## src/rtl/bus1_arbiter.sv

```systemverilog
// Round-robin owner of cache bus 1: runs the command beats, hands the bus to the cache, returns the response. Optional macro BUS1_ARB_TIMEOUT_EN.
// Latency with an immediate response: req to done 5 cycles (RD8/RD16/writes), 6 (RD32), 4 (INV).
// One transaction in flight; other requesters hold req_i until their done_o, and the cache stalls us by withholding RESPONSE.
module bus1_arbiter #(
    parameter int NREQ  = 2,
    parameter int A_W   = 15,
    parameter int OFF_W = 4,
    parameter int D_W   = 16,
    parameter int C_W   = 3
) (
    input  logic                          clk,
    input  logic                          reset_n,
    input  logic [NREQ-1:0]               req_i,
    input  logic [NREQ*C_W-1:0]           cmd_i,
    input  logic [NREQ*(A_W+OFF_W)-1:0]   addr_i,
    input  logic [NREQ*32-1:0]            wdata_i,
    output logic [NREQ-1:0]               done_o,
    output logic [31:0]                   rdata_o,
    output logic                          busy_o,
    output logic [A_W-1:0]                bus_a_o,
    output logic [D_W-1:0]                bus_d_o,
    input  logic [D_W-1:0]                bus_d_i,
    output logic [C_W-1:0]                bus_c_o,
    input  logic [C_W-1:0]                bus_c_i,
`ifdef BUS1_ARB_TIMEOUT_EN
    output logic                          timeout_o,
`endif
    output logic                          bus_oe_o,
    output logic                          bus_doe_o
);

    localparam int AD_W = A_W + OFF_W;
    localparam int IW   = (NREQ > 1) ? $clog2(NREQ) : 1;

    localparam logic [C_W-1:0] C_NOP  = C_W'(0);
    localparam logic [C_W-1:0] C_RD8  = C_W'(1);
    localparam logic [C_W-1:0] C_RD16 = C_W'(2);
    localparam logic [C_W-1:0] C_RD32 = C_W'(3);
    localparam logic [C_W-1:0] C_INV  = C_W'(4);
    localparam logic [C_W-1:0] C_WR8  = C_W'(5);
    localparam logic [C_W-1:0] C_WR16 = C_W'(6);
    localparam logic [C_W-1:0] C_WR32 = C_W'(7);
    localparam logic [C_W-1:0] C_RESP = C_W'(7);

    typedef enum logic [2:0] {
        IDLE,
        CMD1,
        CMD2,
        WAIT,
        BEAT2,
        RECLAIM
    } state_t;

    state_t             state_q, state_d;
    logic [IW-1:0]      rr_q, win_q, win, rr_next;
    logic [IW:0]        idx;
    logic               any_req;
    logic [C_W-1:0]     win_cmd;
    logic [C_W-1:0]     cmd_q;
    logic [AD_W-1:0]    addr_q;
    logic [31:0]        wdata_q;
    logic [31:0]        rdata_q;
    logic               is_wr;
    logic               resp;
    logic               tmo;

    // First asserted request at or after the round-robin pointer, wrapping.
    always_comb begin
        any_req = 1'b0;
        win     = '0;
        idx     = '0;
        for (int i = 0; i < NREQ; i++) begin
            idx = {1'b0, rr_q} + (IW+1)'(i);
            if (idx >= (IW+1)'(NREQ)) idx = idx - (IW+1)'(NREQ);
            if (!any_req && req_i[idx[IW-1:0]]) begin
                any_req = 1'b1;
                win     = idx[IW-1:0];
            end
        end
    end

    assign rr_next = (win == IW'(NREQ-1)) ? '0 : win + IW'(1);
    assign win_cmd = cmd_i[win*C_W +: C_W];
    assign is_wr   = (cmd_q == C_WR8) || (cmd_q == C_WR16) || (cmd_q == C_WR32);
    assign resp    = (bus_c_i == C_RESP);

`ifdef BUS1_ARB_TIMEOUT_EN
    logic [15:0] tmo_cnt_q;
    logic        timeout_q;

    // 65535th consecutive WAIT cycle without a response.
    assign tmo       = (tmo_cnt_q == 16'hFFFE);
    assign timeout_o = timeout_q;

    always_ff @(posedge clk or negedge reset_n) begin
        if (!reset_n) begin
            tmo_cnt_q <= '0;
            timeout_q <= 1'b0;
        end else begin
            tmo_cnt_q <= (state_q == WAIT) ? tmo_cnt_q + 16'd1 : 16'd0;
            if (state_q == WAIT && !resp && tmo) timeout_q <= 1'b1;
        end
    end
`else
    assign tmo = 1'b0;
`endif

    always_ff @(posedge clk or negedge reset_n) begin
        if (!reset_n) state_q <= IDLE;
        else          state_q <= state_d;
    end

    always_comb begin
        state_d   = state_q;
        bus_oe_o  = 1'b1;
        bus_c_o   = C_NOP;
        bus_a_o   = '0;
        bus_d_o   = '0;
        bus_doe_o = 1'b0;
        case (state_q)
            IDLE: begin
                // Undefined command completes through RECLAIM without touching the bus.
                if (any_req) state_d = (win_cmd == C_NOP) ? RECLAIM : CMD1;
            end
            CMD1: begin
                bus_a_o = addr_q[AD_W-1:OFF_W];
                bus_c_o = cmd_q;
                if (is_wr) begin
                    bus_d_o   = D_W'(wdata_q[15:0]);
                    bus_doe_o = 1'b1;
                end
                state_d = (cmd_q == C_INV) ? WAIT : CMD2;
            end
            CMD2: begin
                bus_a_o = A_W'(addr_q[OFF_W-1:0]);
                bus_c_o = cmd_q;
                if (is_wr) begin
                    bus_d_o   = D_W'((cmd_q == C_WR32) ? wdata_q[31:16] : wdata_q[15:0]);
                    bus_doe_o = 1'b1;
                end
                state_d = WAIT;
            end
            WAIT: begin
                bus_oe_o = 1'b0;
                if (resp)     state_d = (cmd_q == C_RD32) ? BEAT2 : RECLAIM;
                else if (tmo) state_d = RECLAIM;
            end
            BEAT2: begin
                bus_oe_o = 1'b0;
                state_d  = RECLAIM;
            end
            RECLAIM: state_d = IDLE;
            default: state_d = IDLE;
        endcase
    end

    always_ff @(posedge clk or negedge reset_n) begin
        if (!reset_n) begin
            rr_q    <= '0;
            win_q   <= '0;
            cmd_q   <= '0;
            addr_q  <= '0;
            wdata_q <= '0;
            rdata_q <= '0;
        end else begin
            case (state_q)
                IDLE: if (any_req) begin
                    win_q   <= win;
                    rr_q    <= rr_next;
                    cmd_q   <= win_cmd;
                    addr_q  <= addr_i[win*AD_W +: AD_W];
                    wdata_q <= wdata_i[win*32 +: 32];
                    rdata_q <= '0;
                end
                WAIT: begin
                    if (resp) begin
                        if (cmd_q == C_RD8)       rdata_q        <= {24'b0, bus_d_i[7:0]};
                        else if (cmd_q == C_RD16) rdata_q        <= 32'(bus_d_i);
                        else if (cmd_q == C_RD32) rdata_q[15:0]  <= bus_d_i[15:0];
                    end else if (tmo) begin
                        rdata_q <= 32'hDEAD_BEEF;
                    end
                end
                BEAT2:   rdata_q[31:16] <= bus_d_i[15:0];
                default: ;
            endcase
        end
    end

    always_comb begin
        done_o = '0;
        for (int k = 0; k < NREQ; k++)
            done_o[k] = (state_q == RECLAIM) && (win_q == IW'(k));
    end

    assign busy_o  = (state_q != IDLE);
    assign rdata_o = rdata_q;

endmodule
```

## config.mk

```make
export PLATFORM = sky130hd
export DESIGN_NAME = bus1_arbiter
export DESIGN_NICKNAME = d
export VERILOG_FILES = /design/src/rtl/bus1_arbiter.sv
export SDC_FILE = /design/constraint.sdc
export NUM_CORES = 1
export LEC_CHECK = 0
export ABC_AREA = 1
export BUFFER_PORTS_ARGS = -buffer_cell sky130_fd_sc_hd__buf_2
export CAP_MARGIN = 20
export CORE_ASPECT_RATIO = 0.8
export CORE_MARGIN = 2
export CORE_UTILIZATION = 44
export CTS_CLUSTER_DIAMETER = 150
export DETAILED_ROUTE_END_ITERATION = 7
export PLACE_DENSITY = 0.77
export REMOVE_ABC_BUFFERS = 1
export SYNTH_ARGS = -nofsm -noshare
export SYNTH_HDL_FRONTEND = slang
export SYNTH_SLANG_ARGS = --single-unit
```

## constraint.sdc

```tcl
create_clock -name clk -period 1.3 [get_ports clk]
set_input_delay 0.13 -clock clk [delete_from_list [all_inputs] [get_ports clk]]
set_output_delay 0.13 -clock clk [all_outputs]
set_load 0.03 [all_outputs]
```

* Word-level counts from Yosys, hierarchy flattened
Cells that the tools add are included.
Word-level totals: memory bits (writable) 0, flip-flop bits (word level) 91, input port bits 131, bits in latches 0, ROM bits 0, logic and storage cells 90, output and inout port bits 71, memories kept 0
Operators by class: divide/modulo/power cells 0, bitwise logic cells 1, $add $sub $neg 4, magnitude comparators 4, equal/unequal tests 17, mux-type cells 34, reduce and logical (&&, ||, !) cells 17, multipliers 2, shift-type cells 3
Operators with widths (number):
- 16-bit 2-to-1 mux | 6
- 32-bit 2-to-1 mux | 3
- 16-bit case mux with 2 select lines | 2
- 64-bit by 7-bit variable part select with 32-bit output | 1
- 16-bit case mux with 3 select lines | 1
- 38-bit by 7-bit variable part select with 19-bit output | 1
- 15-bit case mux with 2 select lines | 1
- 3-bit equality test (second input constant) | 7
- 1-bit 2-to-1 mux | 16
- 3-bit case mux with 5 select lines | 1
- 3-bit by 2-bit equality test with 1-bit output (second input constant) | 4
- 3-bit 2-to-1 mux | 4
- 4-bit AND reduction | 2
- 3-bit by 1-bit equality test with 1-bit output (second input constant) | 2
- 3-bit zero test | 2
- 1-bit by 5-bit multiplier with 6-bit output (second input constant) | 1
- 3-bit nonzero test | 2
- 6-bit by 4-bit variable part select with 3-bit output | 1
- 1-bit by 2-bit less-than comparator with 1-bit output (second input constant) | 2
- 2-bit inequality test (second input constant) | 2
- 4-bit inequality test (second input constant) | 1
- 2-bit AND reduction | 2
- 2-bit OR reduction | 2
- 1-bit logical AND | 3
- other kinds (11) | 13

* Depth between registers and ports, before layout
depth after elaboration 14, gate-level depth with buffers 10, mapped depth without buffers 8

* Least setup slack after synthesis
No wires, ideal clock.
path type flip-flop to output port, start point register state_q[2], end point output bus_doe_o, stages on the path, launching flop included 7, path slack -0.390 ns, data required time 1.170 ns, path buffers 0, arrival 1.560 ns, path through dfrtp_1 inv_2 nand2_1 nor2_1 or2_2 inv_1 nor3_1
Between the ends: cells in the longest elaborated chain, start to end 3, elaborated cells between the ends (all ways) 4
Ends and longest elaborated chain:
- from (decl) | line 54 | state_t state_q, state_d;
- from (signal assigned) | line 110 | else state_q <= state_d;
- 3-bit by 2-bit equality test with 1-bit output / 3-bit by 1-bit equality test with 1-bit output (equally long branches) | line 120 | case (state_q)
- 2-bit OR reduction (no line) (*)
- 1-bit 2-to-1 mux (*)
- to (decl) | line 29 | output logic bus_doe_o
Mark *: on every way between the ends. The rest lies on a longest branch, timed or not.

* Worst setup path after layout
start point register state_q[1], end point output bus_a_o[10]
Between the ends: cells in the longest elaborated chain, start to end 2, elaborated cells between the ends (all ways) 3
Ends and longest elaborated chain:
- 3-bit by 2-bit equality test with 1-bit output / 3-bit by 1-bit equality test with 1-bit output (equally long branches) | line 120
- 15-bit case mux with 2 select lines (*) | line 120
- to (decl) | line 20 | output logic [A_W-1:0] bus_a_o,
Marked as above.

==> out/qor.yml <==
power_and_ir_drop:
  power.combinational.fraction: 0.668
  switching_share: 0.489
  ir_worst_vdd_mv: 1.13
  power_frac_clock: 0.108
  pwr_density_cell_nw_per_um2: 2710
  internal_dissipation_uw: 12100
  p_seq_frac: 0.225
  p_switching_uw: 11600
  total_leakage_power_uw: 0.00423
synthesis:
  ys_top_cells_by_area: "dfrtp_1 (47%), nand2_1 (12%), nand3_1 (11%)"
  synthesis.area_um2: 4800
  synth.area.mux_share: 0
  yosysWarningCount: 0
  post_synth_and_or_nand_nor_area_fraction: 0.333
  post-synth-top-count-cell: "nand2_1"
  synthAdderAreaFrac: 0
  synth-compound-area-share: 0.114
  ys_top_cells_by_count: "nand2_1 (154), nand3_1 (108), dfrtp_1 (91)"
  synth_top_cell_by_area: "dfrtp_1"
  largest_family_of_logic_cells_by_synthesized_area: "simple AND/OR/NAND/NOR gates"
  ys_ff_latch: 91
  yosysSeqAreaShare: 0.474
  async_reset_ff_frac: 1.00
  synth_top_area_share: 0.474
  synth-xor-area-share: 0
  synth_enable_flop_cells: 0
  avgSynthCellArea_um2: 7.94
  synth.lib_cells_used.distinct: 26
  leading_register_cell_type_out_of_synthesis: "dfrtp_1"
  post_synth_inst_count: 605
sta:
  layout_min_cycle_time_ns: 1.99
  number_of_endpoints_failing_setup_at_the_final_stage: 130
  timing_worst_slew_pin_value_ns: 0.408
  maxSlewHeadroom: 0.725
  final.setup.tns_ns: -64.64
  fin_worst_skew_ns: 0.0137
  fmaxAchievable_mhz: 503
  timing.final.max_slew_violations: 0
  min_setup_slack_post_route_ns: -0.688
  final_hold_viol_count: 0
  rsz0062_at_grt: "yes"
  layout_worst_path_cycle_share: 1.53
routing:
  remaining_number_of_nets_flagged_by_the_antenna_check_after_routing: 0
  avgRoutedWirePerCell_um: 24.2
  drt_wl_total_mm: 24.6
  routed-via-count: 6531
  drt_pass1_iterations: 8
  remaining_drc_errors: 6
  vias_per_cell: 6.41
  drt_first_iter_violations: 820
clocking:
  cts_num_sinks: 91
  cts_made_buffers: 9
  clock_latency_ns: 0.35
  cts.root.buffer_cell: "clkbuf_16"
  tritoncts: "yes"
  max-clock-path-buffers: 2
  clk_pin_slew_ns: 0.08
  htree_num_levels: 3
run_status:
  violations: "design-rule violations, negative setup slack"
  run_status: "complete, but fails checks"
placement:
  io_buffers: 201
  detailed_place_hpwl_mm: 11.6
  placedCellCount: 952
  gp_congestion: 0.848
floorplan:
  number_of_core_rows: 34
  io_pins: 202
  area_of_the_core_region_um2: 10800
  die-area_um2: 11800
  die_h_um: 97.5
  floorplan.initialDensity: 0.446
  horizontal_die_dimension_um: 121
worst_setup_path:
  required_ns: 1.17
  cell_seen_most_often_among_critical_path_stages: "buf_4"
  path_delay_family: "buffers and inverters"
  criticalPathCategory: "reg2out"
  timing.critical_path.slowest_stage_cell: "dfrtp_2"
  critical_path.n_buffers_inverters: 4
  slowest_delay_ns: 0.44
  crit_path_start_kind: "flip-flop"
  crit_fanout: 9
  list_of_cells_traversed_by_the_critical_path: "buf_4 -> nor2_4 -> buf_12 -> clkinvlp_4 -> nor2_1 -> buf_4"
  cp.arrival_ns: 1.86
  critPathCaptureType: "output pin"
finish:
  postLayoutCoreUtil: 0.813
  fillCellCount: 539
  layout-area-overhead-vs-synth_pct: 82.1
  layout.cells.non_filler: 1019
  final_net_count: 1000
  drive_above_1_share: 0.625
global_route:
  grt_antenna_before_repair: 2
  grt_start_max_net_pins: 56
  grt_usage: 0.320
  grt_pass1_wl_mm: 29.7
  first_global_vias: 5854
  grt-ovfl-total: 0
min_path:
  min_path_type: "in2reg"
run:
  maxCapViolations: 0
-- registers in the layout, indices dropped and copies added, names as in the netlist --
register / cells
win_q: 1
rdata_o: 32
state_q: 3
rr_q: 1
cmd_q: 3
addr_q: 19
wdata_q: 32
-- routing by layer --
layer | GRT usage | vias up | wire length, µm
li1 | - | 2624 | -
met1 | 0.414 | 3083 | 8680
met2 | 0.516 | 601 | 11200
met3 | 0.0646 | 221 | 2750
met4 | 0.145 | 2 | 1970
met5 | 0 | - | 13
-- worst min-delay path, stage by stage --
cell,delay (ns)
buf_2,0.09
nand2_1,0.05
nand2_1,0.05
-- final timing paths --
check                       startpoint  depth (start not counted)           to  slack [ns]
min reg2reg                rdata_o[31]                          2  rdata_o[31]        0.49
min                         bus_d_i[5]                          3  rdata_o[21]       0.005
max reg2reg                 state_q[0]                         10   wdata_q[8]       -0.56
max                         state_q[1]                          6  bus_a_o[10]       -0.69
min in group asynchronous      reset_n                          2   addr_q[14]        0.22
max in group asynchronous      reset_n                          3   addr_q[12]        0.50
-- power groups by stage --
stage               registers (µW)  clock network [µW]  logic, µW
floorplan                     5490                   0       4420
global placement              4790                   0       8540
detailed placement            4850                   0       8770
CTS                           4840                2510      11800
global route                  5410                2660      16300
finish                        5320                2550      15800
-- cell families after synthesis --
group	Yosys count
buffers and inverters	79
flip-flops	91
AO/OA/AOI/OAI	90
AND/OR/NAND/NOR	345
-- placed cells by master (no fill, tap or decap), types with 13 or more instances in the layout --
cell and count:
buf_6 45, dfrtp_1 89, clkbuf_16 17, nand2_2 41, o21ai_2 28, nand3_1 26
nand2_4 36, buf_4 51, nand3_2 70, buf_12 21, nand3_4 14, nand2_1 79
buf_2 161, nand4_1 51, o21ai_0 19, inv_1 20, nor2_1 13
-- area by class of cell --
class,instances,area (µm²),area share
diodes,1,2.50,0.000286
clock buffers,10,229,0.0262
clock inverters,6,48.8,0.00558
inverters,31,154,0.0176
multi-input cells,435,3250,0.372
flip-flops and latches,91,2280,0.261
well taps,144,180,0.0206
repair buffers,300,2600,0.297
repair inverters,1,7.51,0.000858
-- what timing repair did --
item,4_1_cts,5_1_grt
buffers inserted,15,23
hold endpoints to repair,72,0
hold buffers,1,0
cloned,14,9
endpoints found under the setup margin,129,130
resized for setup,114,309
pin swaps,16,72
-- per-stage QoR --
| step | setup slack, ns | area (µm²) | hold WS [ns] | total power (µW) |
|---|---|---|---|---|
| 2_1_floorplan | -1.61 | 4540 | -0.166 | 9910 |
| 3_3_place_gp | -0.169 | 6260 | 0.0318 | 13300 |
| 3_5_place_dp | -0.254 | 6260 | 0.0342 | 13600 |
| 4_1_cts | -0.552 | 7380 | 0.00206 | 19100 |
| 5_1_grt | -0.882 | 8750 | 0.00925 | 24400 |
| 6_report | -0.688 | 8750 | 0.00523 | 23700 |
No activity file was read; power rests on OpenSTA's default activity.
